<file path="config.mk">
export PLATFORM = sky130hd
export DESIGN_NAME = pll_reconfig_scheduler
export DESIGN_NICKNAME = d
export VERILOG_FILES = /design/src/rtl/pll_sched_pkg.sv /design/src/rtl/pll_sched_rr_arbiter.sv /design/src/rtl/pll_reconfig_scheduler.sv
export SDC_FILE = /design/constraint.sdc
export NUM_CORES = 1
export LEC_CHECK = 0
export BUFFER_PORTS_ARGS = -buffer_cell sky130_fd_sc_hd__buf_4
export CORE_MARGIN = 2
export CORE_UTILIZATION = 55
export CTS_BUF_LIST = sky130_fd_sc_hd__clkbuf_4
export DETAILED_ROUTE_END_ITERATION = 8
export PLACE_DENSITY_LB_ADDON = 0.12
export SETUP_SLACK_MARGIN = 0.1
export SLEW_MARGIN = 20
export SYNTH_ARGS = -nofsm -noshare
export SYNTH_HDL_FRONTEND = slang
export SYNTH_SLANG_ARGS = --single-unit
</file>
<file path="constraint.sdc">
create_clock -name i_clk -period 6.9 [get_ports i_clk]
set_clock_uncertainty 0.2 [all_clocks]
set_input_delay 1.035 -clock i_clk [delete_from_list [all_inputs] [get_ports i_clk]]
set_output_delay 1.035 -clock i_clk [all_outputs]
set_load 0.005 [all_outputs]
</file>
<file path="src/rtl/pll_sched_pkg.sv">
// Shared state encoding, completion codes and divider limits for the PLL
// reconfiguration scheduler.
package pll_sched_pkg;

    localparam int ID_W = 2;

    typedef enum logic [2:0] {
        ST_IDLE,
        ST_CHECK,
        ST_START,
        ST_WAIT_ACK,
        ST_WAIT_DONE,
        ST_WAIT_LOCK,
        ST_RETRY,
        ST_REPORT
    } sched_state_t;

    localparam logic [1:0] ERR_OK       = 2'd0;
    localparam logic [1:0] ERR_PARAM    = 2'd1;
    localparam logic [1:0] ERR_ACK_TMO  = 2'd2;
    localparam logic [1:0] ERR_LOCK_TMO = 2'd3;

    localparam logic [7:0] O_MIN = 8'd1;
    localparam logic [3:0] D_MIN = 4'd1;
    localparam logic [3:0] D_MAX = 4'd10;
    localparam logic [6:0] M_MIN = 7'd2;
    localparam logic [6:0] M_MAX = 7'd64;

    // Generator's own reset triplet, so both sides agree after rst.
    localparam logic [7:0] GEN_O_RST = 8'd2;
    localparam logic [3:0] GEN_D_RST = 4'd4;
    localparam logic [6:0] GEN_M_RST = 7'd2;

    function automatic logic params_ok(input logic [7:0] o_div,
                                       input logic [3:0] d_div,
                                       input logic [6:0] m_mul);
        return (o_div >= O_MIN) && (d_div >= D_MIN) && (d_div <= D_MAX) &&
               (m_mul >= M_MIN) && (m_mul <= M_MAX);
    endfunction

endpackage

</file>
<file path="src/rtl/pll_sched_rr_arbiter.sv">
// Round-robin pick: first requester at or after i_rr_ptr, wrapping to the
// lowest index below it.
module pll_sched_rr_arbiter
    import pll_sched_pkg::*;
#(
    parameter int NUM_REQ = 2
) (
    input  logic [NUM_REQ-1:0] i_req_valid,
    input  logic [ID_W-1:0]    i_rr_ptr,
    output logic [NUM_REQ-1:0] o_grant,
    output logic [ID_W-1:0]    o_idx,
    output logic               o_any
);

    logic w_found;

    always_comb begin
        o_grant = '0;
        o_idx   = '0;
        w_found = 1'b0;
        // First pass covers ptr..NUM_REQ-1, second pass the wrapped part.
        for (int j = 0; j < NUM_REQ; j++) begin
            if (!w_found && i_req_valid[j] && (j >= int'(i_rr_ptr))) begin
                o_grant[j] = 1'b1;
                o_idx      = ID_W'(j);
                w_found    = 1'b1;
            end
        end
        for (int j = 0; j < NUM_REQ; j++) begin
            if (!w_found && i_req_valid[j]) begin
                o_grant[j] = 1'b1;
                o_idx      = ID_W'(j);
                w_found    = 1'b1;
            end
        end
    end

    assign o_any = w_found;

endmodule

</file>
<file path="src/rtl/pll_reconfig_scheduler.sv">
// Arbitrates PLL reprogramming requests, drives the generator handshake and
// waits for stable lock. Retry on lock timeout is built when PLL_SCHED_RETRY_EN is defined.
module pll_reconfig_scheduler
    import pll_sched_pkg::*;
#(
    parameter int NUM_REQ      = 2,
    parameter int ACK_TIMEOUT  = 255,
    parameter int LOCK_TIMEOUT = 65535,
    parameter int LOCK_STABLE  = 16,
    parameter int MAX_RETRY    = 3
) (
    input  logic                   i_clk,
    input  logic                   i_rst,
    input  logic [NUM_REQ-1:0]     i_req_valid,
    input  logic [8*NUM_REQ-1:0]   i_req_O,
    input  logic [4*NUM_REQ-1:0]   i_req_D,
    input  logic [7*NUM_REQ-1:0]   i_req_M,
    output logic [NUM_REQ-1:0]     o_req_ack,
    output logic [7:0]             o_gen_O,
    output logic [3:0]             o_gen_D,
    output logic [6:0]             o_gen_M,
    output logic                   o_gen_start,
    input  logic                   i_gen_program_done,
    input  logic                   i_gen_locked,
    output logic                   o_busy,
    output logic                   o_done_valid,
    output logic [1:0]             o_done_id,
    output logic [1:0]             o_done_err
);

    localparam int STAB_W = (LOCK_STABLE < 2) ? 1 : $clog2(LOCK_STABLE + 1);

    sched_state_t        r_state;
    sched_state_t        w_next_state;
    logic [1:0]          w_err;
    logic                w_retry_ok;
    logic                w_grant_now;

    logic [NUM_REQ-1:0]  w_arb_grant;
    logic [ID_W-1:0]     w_arb_idx;
    logic                w_arb_any;
    logic [7:0]          w_sel_O;
    logic [3:0]          w_sel_D;
    logic [6:0]          w_sel_M;

    logic [ID_W-1:0]     r_rr_ptr;
    logic [ID_W-1:0]     r_cur_id;
    logic [NUM_REQ-1:0]  r_req_ack;
    logic [7:0]          r_gen_O;
    logic [3:0]          r_gen_D;
    logic [6:0]          r_gen_M;
    logic [1:0]          r_done_id;
    logic [1:0]          r_done_err;
    logic                r_lock_meta;
    logic                r_lock_sync;
    logic [7:0]          r_ack_cnt;
    logic [15:0]         r_lock_tmo;
    logic [STAB_W-1:0]   r_stab_cnt;

    pll_sched_rr_arbiter #(
        .NUM_REQ (NUM_REQ)
    ) u_arb (
        .i_req_valid (i_req_valid),
        .i_rr_ptr    (r_rr_ptr),
        .o_grant     (w_arb_grant),
        .o_idx       (w_arb_idx),
        .o_any       (w_arb_any)
    );

    assign w_grant_now = (r_state == ST_IDLE) && w_arb_any;

    always_comb begin
        w_sel_O = '0;
        w_sel_D = '0;
        w_sel_M = '0;
        for (int j = 0; j < NUM_REQ; j++) begin
            if (w_arb_grant[j]) begin
                w_sel_O = i_req_O[8*j +: 8];
                w_sel_D = i_req_D[4*j +: 4];
                w_sel_M = i_req_M[7*j +: 7];
            end
        end
    end

`ifdef PLL_SCHED_RETRY_EN
    localparam int RTRY_W = (MAX_RETRY < 1) ? 1 : $clog2(MAX_RETRY + 1);
    logic [RTRY_W-1:0] r_retry_cnt;

    assign w_retry_ok = (r_retry_cnt < RTRY_W'(MAX_RETRY));

    always_ff @(posedge i_clk) begin
        if (i_rst) begin
            r_retry_cnt <= '0;
        end else if (w_grant_now) begin
            r_retry_cnt <= '0;
        end else if ((r_state == ST_RETRY) && w_retry_ok) begin
            r_retry_cnt <= r_retry_cnt + 1'b1;
        end
    end
`else
    // MAX_RETRY has no effect when retry is not built.
    logic w_unused_max_retry;
    assign w_unused_max_retry = (MAX_RETRY != 0);
    assign w_retry_ok = 1'b0;
`endif

    always_comb begin
        w_next_state = r_state;
        w_err        = ERR_OK;
        case (r_state)
            ST_IDLE: begin
                if (w_arb_any) w_next_state = ST_CHECK;
            end
            ST_CHECK: begin
                if (params_ok(r_gen_O, r_gen_D, r_gen_M)) begin
                    w_next_state = ST_START;
                end else begin
                    w_next_state = ST_REPORT;
                    w_err        = ERR_PARAM;
                end
            end
            ST_START: begin
                w_next_state = ST_WAIT_ACK;
            end
            ST_WAIT_ACK: begin
                if (!i_gen_program_done) begin
                    w_next_state = ST_WAIT_DONE;
                end else if (r_ack_cnt <= 8'd1) begin
                    w_next_state = ST_REPORT;
                    w_err        = ERR_ACK_TMO;
                end
            end
            ST_WAIT_DONE: begin
                if (i_gen_program_done) w_next_state = ST_WAIT_LOCK;
            end
            ST_WAIT_LOCK: begin
                // A lock completing on the timeout cycle still counts as success.
                if (r_lock_sync && (r_stab_cnt <= STAB_W'(1))) begin
                    w_next_state = ST_REPORT;
                    w_err        = ERR_OK;
                end else if (r_lock_tmo <= 16'd1) begin
                    w_next_state = ST_RETRY;
                end
            end
            ST_RETRY: begin
                if (w_retry_ok) begin
                    w_next_state = ST_START;
                end else begin
                    w_next_state = ST_REPORT;
                    w_err        = ERR_LOCK_TMO;
                end
            end
            ST_REPORT: begin
                w_next_state = ST_IDLE;
            end
            default: begin
                w_next_state = ST_IDLE;
            end
        endcase
    end

    always_ff @(posedge i_clk) begin
        if (i_rst) begin
            r_state     <= ST_IDLE;
            r_rr_ptr    <= '0;
            r_cur_id    <= '0;
            r_req_ack   <= '0;
            r_gen_O     <= GEN_O_RST;
            r_gen_D     <= GEN_D_RST;
            r_gen_M     <= GEN_M_RST;
            r_done_id   <= '0;
            r_done_err  <= '0;
            r_lock_meta <= 1'b0;
            r_lock_sync <= 1'b0;
            r_ack_cnt   <= '0;
            r_lock_tmo  <= '0;
            r_stab_cnt  <= '0;
        end else begin
            r_state     <= w_next_state;
            r_lock_meta <= i_gen_locked;
            r_lock_sync <= r_lock_meta;
            r_req_ack   <= '0;

            if (w_grant_now) begin
                r_req_ack <= w_arb_grant;
                r_cur_id  <= w_arb_idx;
                r_rr_ptr  <= (w_arb_idx == ID_W'(NUM_REQ - 1)) ? '0 : w_arb_idx + 1'b1;
                r_gen_O   <= w_sel_O;
                r_gen_D   <= w_sel_D;
                r_gen_M   <= w_sel_M;
            end

            if (w_next_state == ST_REPORT) begin
                r_done_id  <= r_cur_id;
                r_done_err <= w_err;
            end

            case (r_state)
                ST_START: begin
                    r_ack_cnt <= 8'(ACK_TIMEOUT);
                end
                ST_WAIT_ACK: begin
                    if (r_ack_cnt != 8'd0) r_ack_cnt <= r_ack_cnt - 8'd1;
                end
                ST_WAIT_DONE: begin
                    r_lock_tmo <= 16'(LOCK_TIMEOUT);
                    r_stab_cnt <= STAB_W'(LOCK_STABLE);
                end
                ST_WAIT_LOCK: begin
                    if (r_lock_tmo != 16'd0) r_lock_tmo <= r_lock_tmo - 16'd1;
                    if (!r_lock_sync) begin
                        r_stab_cnt <= STAB_W'(LOCK_STABLE);
                    end else if (r_stab_cnt != '0) begin
                        r_stab_cnt <= r_stab_cnt - 1'b1;
                    end
                end
                default: begin
                end
            endcase
        end
    end

    assign o_req_ack    = r_req_ack;
    assign o_gen_O      = r_gen_O;
    assign o_gen_D      = r_gen_D;
    assign o_gen_M      = r_gen_M;
    assign o_gen_start  = (r_state == ST_START) || (r_state == ST_WAIT_ACK);
    assign o_busy       = (r_state != ST_IDLE) && (r_state != ST_REPORT);
    assign o_done_valid = (r_state == ST_REPORT);
    assign o_done_id    = r_done_id;
    assign o_done_err   = r_done_err;

endmodule

</file>
==> results of run 1 <==
cell usage after synthesis (2+ instances only):
library cell	n	area share
nor4_1	5	0.010
nand3_1	11	0.018
nor2_1	35	0.043
a221oi_1	12	0.035
or4_1	5	0.012
inv_1	11	0.014
o22ai_1	2	0.0041
clkbuf_1	19	0.024
or3_1	4	0.0083
o21ai_0	5	0.0083
dfxtp_1	60	0.40
nor3_1	24	0.040
nand2b_1	5	0.010
a311oi_1	8	0.023
xnor2_1	5	0.014
ha_1	9	0.037
a31oi_1	7	0.014
and3_1	2	0.0041
a22oi_1	2	0.0050
nand2_1	22	0.027
or2_2	2	0.0041
o211ai_1	6	0.015
a21oi_1	30	0.050
o21a_1	2	0.0050
o31ai_1	2	0.0050
xor2_1	12	0.035
o2111ai_1	2	0.0058
o21ai_1	2	0.0033
o21bai_1	4	0.0099
or4_4	4	0.015
nor2b_1	5	0.010
a211oi_1	4	0.0099
power by group through the flow:
stage                     Combinational, mW  Sequential, mW  Clock, mW
after global placement                0.836           0.611          0
after floorplan                       0.645           0.573          0
final                                 0.857           0.612      0.237
after global routing                  0.952           0.632      0.258
after CTS                             0.860           0.610      0.244
after detailed placement              0.856           0.617          0
metal layers:
layer  up-vias  track usage  routed length (µm)
li1       1428            -                   -
met1      1323        0.291                3180
met2        63        0.403                3490
met3         6       0.0805                 384
met4         0       0.0561                  56
met5         -            0                   0
critical path, cell delays in order (launching register included):
cell	delay, ns
dfxtp_1	0.51
nor3_2	0.52
nor2_1	0.09
buf_4	0.15
final timing paths:
check              start             to  slack, ns
max           r_state[0]         o_busy       4.00
min          r_lock_meta    r_lock_sync       0.27
max reg2reg   r_state[0]  r_lock_tmo[8]       4.24
min reg2reg  r_lock_meta    r_lock_sync       0.27
cells by family (layout without fill, tap and decap cells):
family / after synthesis / in the layout / share of synthesized area
DFF: 60 / 60 / 0.396
and+or+nand+nor: 132 / 132 / 0.234
adders and majority gates: 9 / 9 / 0.0372
AOI/OAI and AO/OA: 99 / 99 / 0.237
buffers and inverters: 33 / 98 / 0.0425
other: 1 / 1 / 0.00124
xor gates and xnor gates: 17 / 17 / 0.0491
muxes: 1 / 1 / 0.00330
stage by stage:
step / setup slack (ns) / utilization
floorplan: 4.43 / -
global placement: 4.25 / 0.660
detailed placement: 4.17 / 0.660
CTS: 3.97 / 0.684
global route: 3.83 / 0.684
finish: 4.00 / 0.684
cell type report:
| cell class | instances | area, µm² | area share |
|---|---|---|---|
| Multi-Input combinational cell | 259 | 1700 | 0.460 |
| Sequential cell | 60 | 1200 | 0.325 |
| Timing Repair Buffer | 71 | 533 | 0.144 |
| Tap cell | 72 | 90.1 | 0.0244 |
| Clock buffer | 10 | 75.1 | 0.0203 |
| Clock inverter | 6 | 55.1 | 0.0149 |
| Inverter | 11 | 41.3 | 0.0112 |
registers in the layout (all words and copies together) (netlist names), 3 cells and up:
signal      cells
o_gen_O         8
o_gen_D         4
r_state         3
o_gen_M         7
r_stab_cnt      5
r_lock_tmo     16
r_ack_cnt       8
==> run metrics, run 1 <==
P_int=roughly 0.98 mW; FF-to-FF path depth=6; Post-synth EDFFs=0; part of the power in the clock network=0.139; Final nets=465; total power=1.71 mW; initial antenna violation count=0; Non-Filler Instances=489; Finished Cell Area=0.00370 mm²; GR Overflow Total=0; LEAKAGE=about 1.4 nW; Critical Path Fanout Max=17; register clock-pin slew on the reported worst setup and hold paths=approximately 0.1 ns; worst-case clock buffer depth=2; First DRT Iteration DRCs=170; global-route wire length before repair=roughly 12000 µm; most frequent cells in the layout=buf_4, dfxtp_1, nor2_1; Die X=78.2 µm; n_diodes=0; combinational share of power=0.502; Synth Warn #=0; Area growth, synth to finish=22.0%; Post-DP HPWL=roughly 5100 µm; vias in the first global route=approximately 2600; final setup vio count=0; Hold Slack=around 0.27 ns; Placer Congestion=~0.82; RSZ-0062 raised after global routing=no; proportion of layout cells with a drive suffix above 1=0.247; placed inst area=0.00357 mm²; fmax=approximately 350 MHz; CTS Sinks=60; Mapped Area=0.00303 mm²; Final Cycle Share=0.420; H-tree Lvls=3; Synthesized Nets=between 400 and 500; Period minus WS final=between 2 and 3 ns; prevailing post-synth register cell=dfxtp_1; CTS tree=built; Pins Over Slew Limit=0; Placed Instances=approximately 470; # rows=27; post-cts sizing count=0; CP arrival=approximately 1.7 ns; Sw Ratio=0.426; syn avg cell area=between 8 and 9 µm²; core area=0.00541 mm²; GRT Util Overall=0.237; Max Cap Viol=0; Post-CTS Setup Bufs=0; CP Capture Type=output pin; Initial Utilization=0.561; post-route ant nets=0; worst hold stages=1; Hold Buf Count CTS=0; slew at the pin closest to its max-slew limit=approximately 0.93 ns; P per Cell Area=about 460 mW/mm²; Cell variety after synth=56; HP Class=reg2reg; sw power=0.727 mW; Num CTS Buffers=9; Post-synth ARST share=0; # port buffers=70; final count of hold timing violations=0; area of the die=approximately 0.0061 mm²; fillcell total=~480; Mapped Cells=approximately 350; sequential area share after synthesis=0.396; Die Ht=just under 80 µm; Vias/cell=~5.8; largest net degree at the start of global routing=64; wire length per cell=around 15 µm; final total negative setup slack=0 ns; Peak VDD IR=roughly 0.00025 V; CTS root buf=clkbuf_4; CP Launch Type=flip-flop; commonest non-fill, non-tap cell in the layout=buf_4; via count=between 2000 and 3000; worst-skew pair later-pin latency=roughly 0.4 ns; critical path class=reg2out; register share of total power=0.359; status=finished, final reports clean; DRT Pass-1 Iters=4; # IOs=72; max_slew headroom=0.381; number of remaining DRC errors=0; synthesis-stage register bit count=60; Req. time, crit path=5.66 ns; DRT Wirelength=~7100 µm
Note: power is estimated with default switching activity, not from simulation.
==> inputs of run 2 (changes only) <==
ABC_AREA = 1   (was unset)
clock period = 2.72 ns   (was 6.9 ns; I/O delays follow)
==> run metrics, run 2 <==
final setup vio count=0; synthesis-stage register bit count=60; prevailing post-synth register cell=dfxtp_1; syn avg cell area=just over 7 µm²; worst setup margin=roughly 0.55 ns; post-cts sizing count=0; Req. time, crit path=approximately 2.1 ns; register with the most flip-flops=r_lock_tmo; register clock-pin slew on the reported worst setup and hold paths=0.11 ns; via count=3169; Non-Filler Instances=612; Setup WS pre-CTS=approximately 0.72 ns; Finished Cell Area=0.00397 mm²; Mapped Area=0.00328 mm²; n_diodes=0; Placer Congestion=0.910; core area=around 0.0059 mm²; Final Cycle Share=0.798; fmax=461 MHz; Post-synth ARST share=0; share of the synthesized area in the top cell type=0.366; Post-synth EDFFs=0; DRT Pass-1 Iters=4; wire length per cell=between 10 and 15 µm; LEAKAGE=~1.8 nW; status=finished, final reports clean; Area growth, synth to finish=21.1%; CTS Sinks=60; CP Launch Type=flip-flop; First DRT Iteration DRCs=127; CP arrival=1.56 ns; top cells by count, synth=nand2_1, a21oi_1, dfxtp_1; Post-CTS Setup Bufs=0; RSZ-0062 raised after global routing=no; Vias/cell=between 5 and 6; dominant cell type by area after synthesis=dfxtp_1; Final nets=586; Post-DP HPWL=5560 µm; fillcell total=511; worst-skew pair later-pin latency=about 0.40 ns; final count of hold timing violations=0; Synth Warn #=0; worst-case clock buffer depth=2; area of the die=around 0.0066 mm²; synth top area cells=dfxtp_1, nand2_1, a21oi_1, o21ai_0, nor2_1; placed inst area=0.00383 mm²; DRT Wirelength=7600 µm; HP Class=in2reg; initial antenna violation count=0; Initial Utilization=0.560; sequential area share after synthesis=0.366; proportion of layout cells with a drive suffix above 1=0.231; CTS root buf=clkbuf_4; Util after Layout=0.678; Cell variety after synth=39; Num CTS Buffers=9; CTS tree=built; H-tree Lvls=3; # port buffers=70; Max Cap Viol=0; Critical Path Fanout Max=8; commonest non-fill, non-tap cell in the layout=nand2_1; Period minus WS final=roughly 2.2 ns; GRT Util Overall=0.245; Hold Buf Count CTS=1; post-route ant nets=0; Pins Over Slew Limit=0; GR Overflow Total=0; Die Ht=a little over 80 µm; Synthesized Nets=between 500 and 600; CP Capture Type=output pin; Peak VDD IR=around 0.00063 V; # IOs=between 70 and 80; final total negative setup slack=0 ns; max reg flops=16; Mapped Cells=465; global-route wire length before repair=approximately 13000 µm; vias in the first global route=between 2000 and 3000; P per Cell Area=roughly 1200 mW/mm²; slew at the pin closest to its max-slew limit=0.722 ns; largest net degree at the start of global routing=34; most frequent cells in the layout=nand2_1, buf_4, a21oi_1; number of remaining DRC errors=0; critical path class=reg2out; max_slew headroom=0.518; # rows=28; Placed Instances=roughly 600; most common cell in the netlist=nand2_1; Die X=between 80 and 90 µm
run 2: kinds of logic (layout without fill, tap and decap cells):
logic type / count (synthesis) / after routing / share of synthesized area
and+or+nand+nor: 190 / 190 / 0.270
AOI/OAI and AO/OA: 124 / 124 / 0.210
buffers and inverters: 70 / 142 / 0.0893
DFF: 60 / 60 / 0.366
xor gates and xnor gates: 11 / 11 / 0.0294
adders and majority gates: 9 / 9 / 0.0344
other: 1 / 1 / 0.00114
run 2: cell type report:
class | instances | area (µm²) | area share
clock buffers | 10 | 75.1 | 0.0189
clock inverters | 5 | 53.8 | 0.0136
inverters | 52 | 195 | 0.0492
multi-input cells | 335 | 1780 | 0.450
flip-flops and latches | 60 | 1200 | 0.303
well taps | 75 | 93.8 | 0.0236
repair buffers | 75 | 566 | 0.142
run 2: routing by layer:
layer	global-route usage	routed length [µm]	vias to the layer above
li1	-	-	1663
met1	0.321	3520	1398
met2	0.393	3490	97
met3	0.0544	483	11
met4	0.0949	108	0
met5	0	0	-
run 2: worst paths after layout:
path	startpoint	end	slack, ns	cells past startpoint
worst max-delay path	r_state[2]	o_busy	0.55	4
worst min register to register	r_lock_meta	r_lock_sync	0.23	2
worst min-delay path	i_req_M[7]	o_gen_M[0]	0.05	3
worst max register to register	r_state[2]	r_stab_cnt[3]	0.66	6
run 2: worst max-delay path: stages, from the launching register on:
cell and delay, ns:
dfxtp_1 0.58, inv_1 0.15, nor2_1 0.20, nor2_1 0.08
buf_4 0.14
run 2: report_power, final:
group	leakage, nW	switching [mW]	internal (mW)
sequential	0.493	0.315	1.21
combinational	1.27	1.62	1.08
clock	0.0659	0.330	0.281
total	1.83	2.27	2.57
run 2: stage by stage:
step	total power, mW	hold slack (ns)
after floorplan	3.53	0.188
after global routing	5.31	0.0409
after CTS	4.85	0.0347
final	4.84	0.0500
after global placement	4.16	0.201
after detailed placement	4.23	0.223
==> inputs of run 3 (changes only) <==
clock period = 2.24 ns   (was 2.72 ns; I/O delays follow)
==> run metrics, run 3 (synthesis results as in run 2) <==
Num CTS Buffers=9; LEAKAGE=1.92 nW; Die Ht=81.2 µm; n_diodes=0; max_slew headroom=0.646; commonest non-fill, non-tap cell in the layout=nand2_1; RSZ-0062 raised after global routing=no; Final Cycle Share=0.932; CP Launch Type=flip-flop; worst-case clock buffer depth=2; Peak VDD IR=between 0.0006 and 0.0007 V; CTS root buf=clkbuf_4; met1 Track Usage GR=0.314; Placed Instances=599; # rows=28; most frequent cells in the layout=nand2_1, buf_4, a21oi_1; CP arrival=roughly 1.6 ns; H-tree Lvls=3; register with the most flip-flops=r_lock_tmo; Hold Slack=-0.00559 ns; Placer Congestion=slightly below 0.9; worst path cell trace=nand2_1 > nor2_1 > nor2_1 > buf_4; Vias/cell=approximately 5.3; Post-DP HPWL=roughly 5700 µm; status=finished, violations left; via count=roughly 3400; post-route ant nets=0; number of remaining DRC errors=0; Die X=just over 80 µm; gr busiest metal=met2; met2 Use GR=0.422; proportion of layout cells with a drive suffix above 1=0.227; largest net degree at the start of global routing=34; CP Capture Type=output pin; cell mode on critical path=nor2_1; vias in the first global route=between 3000 and 4000; Worst Path Buf+Inv=1; slew at the pin closest to its max-slew limit=0.530 ns; Max Cap Viol=0; area of the die=around 0.0066 mm²; CTS Sinks=60; Non-Filler Instances=between 600 and 700; max reg flops=16; FF+latch area=0.00120 mm²; global-route wire length before repair=13100 µm; initial antenna violation count=0; wire length per cell=12.8 µm; Initial Utilization=0.560; Critical Path Fanout Max=6; CTS tree=built; Final nets=about 610; fmax=approximately 480 MHz; Post-CTS Setup Bufs=0; CP max stage cell=dfxtp_1; GRT Util Overall=0.255; worst-skew pair later-pin latency=0.42 ns; grt met3 use=0.0567; DRT Pass-1 Iters=5; HP Class=in2reg; Max stage delay on crit path=between 0.5 and 0.6 ns; critical path class=reg2out; Area growth, synth to finish=27.2%; # IOs=72; # port buffers=70; P per Cell Area=between 1000 and 1500 mW/mm²; Period minus WS final=approximately 2.1 ns; fillcell total=490; delay-heaviest family, CP=flip-flops; DRT Wirelength=approximately 8100 µm; final count of hold timing violations=1; GR Overflow Total=0; register clock-pin slew on the reported worst setup and hold paths=about 0.12 ns; final setup vio count=0; Req. time, crit path=about 1.7 ns; area of the multi-input gates=0.00178 mm²; failing checks=negative hold slack; final total negative setup slack=0 ns; Pins Over Slew Limit=0; core area=0.00585 mm²; First DRT Iteration DRCs=~230
run 3: cell types whose count changed in the layout (fill, tap and decap cells not counted), sizes merged:
cell,delta
buf,+3
dlygate4sd3,+18
clkinvlp,-1
clkbuf,-1
clkinv,+3
run 3: final cells by class:
cell class                 instances  area share
inverter                          52      0.0468
tap                               75      0.0225
multi-input combinational        335       0.428
sequential                        60       0.289
clock inverter                     7      0.0138
clock buffer                       9      0.0162
timing repair buffer              96       0.184
run 3: where the power goes:
| group | internal, mW | switching (mW) |
|---|---|---|
| clock network | 0.324 | 0.396 |
| logic | 1.35 | 2.02 |
| registers | 1.47 | 0.379 |
run 3: tightest hold or removal path: cells and delay by family:
family / cells / cell delay [ns]
AO/OA/AOI/OAI: 2 / 0.17
buffers and inverters: 1 / 0.08
run 3: final timing paths:
check / to / from / cells past startpoint / slack, ns
worst max-delay path: o_busy / r_state[1] / 4 / 0.15
worst min register to register: r_lock_sync / r_lock_meta / 2 / 0.23
worst max register to register: r_lock_tmo[4] / r_lock_tmo[4] / 10 / 0.30
worst min-delay path: o_gen_M[0] / i_req_M[0] / 3 / -0.006
run 3: stage by stage:
step	hold slack, ns	area (µm²)	power (mW)	worst slack, ns	util
floorplan	0.188	3280	4.29	0.553	-
global placement	0.199	3850	5.08	0.341	0.658
detailed placement	0.219	3850	5.17	0.302	0.658
CTS	0.00182	4170	5.93	0.135	0.713
global route	0.0140	4170	6.48	0.104	0.713
finish	-0.00559	4170	5.94	0.153	0.713
run 3: layer usage:
metal  share of wire  up-vias  routed length (µm)
met5               0        -                   0
met1            0.45     1504                3610
met2            0.47      127                3790
met3           0.066       21                 536
met4           0.021        0                 172
li1                -     1704                   -
run 3: what timing repair did:
action,CTS,global route
setup endpoints to repair,1,2
hold buffers,19,0
gates resized for setup,1,1
endpoints found under the hold margin,18,0
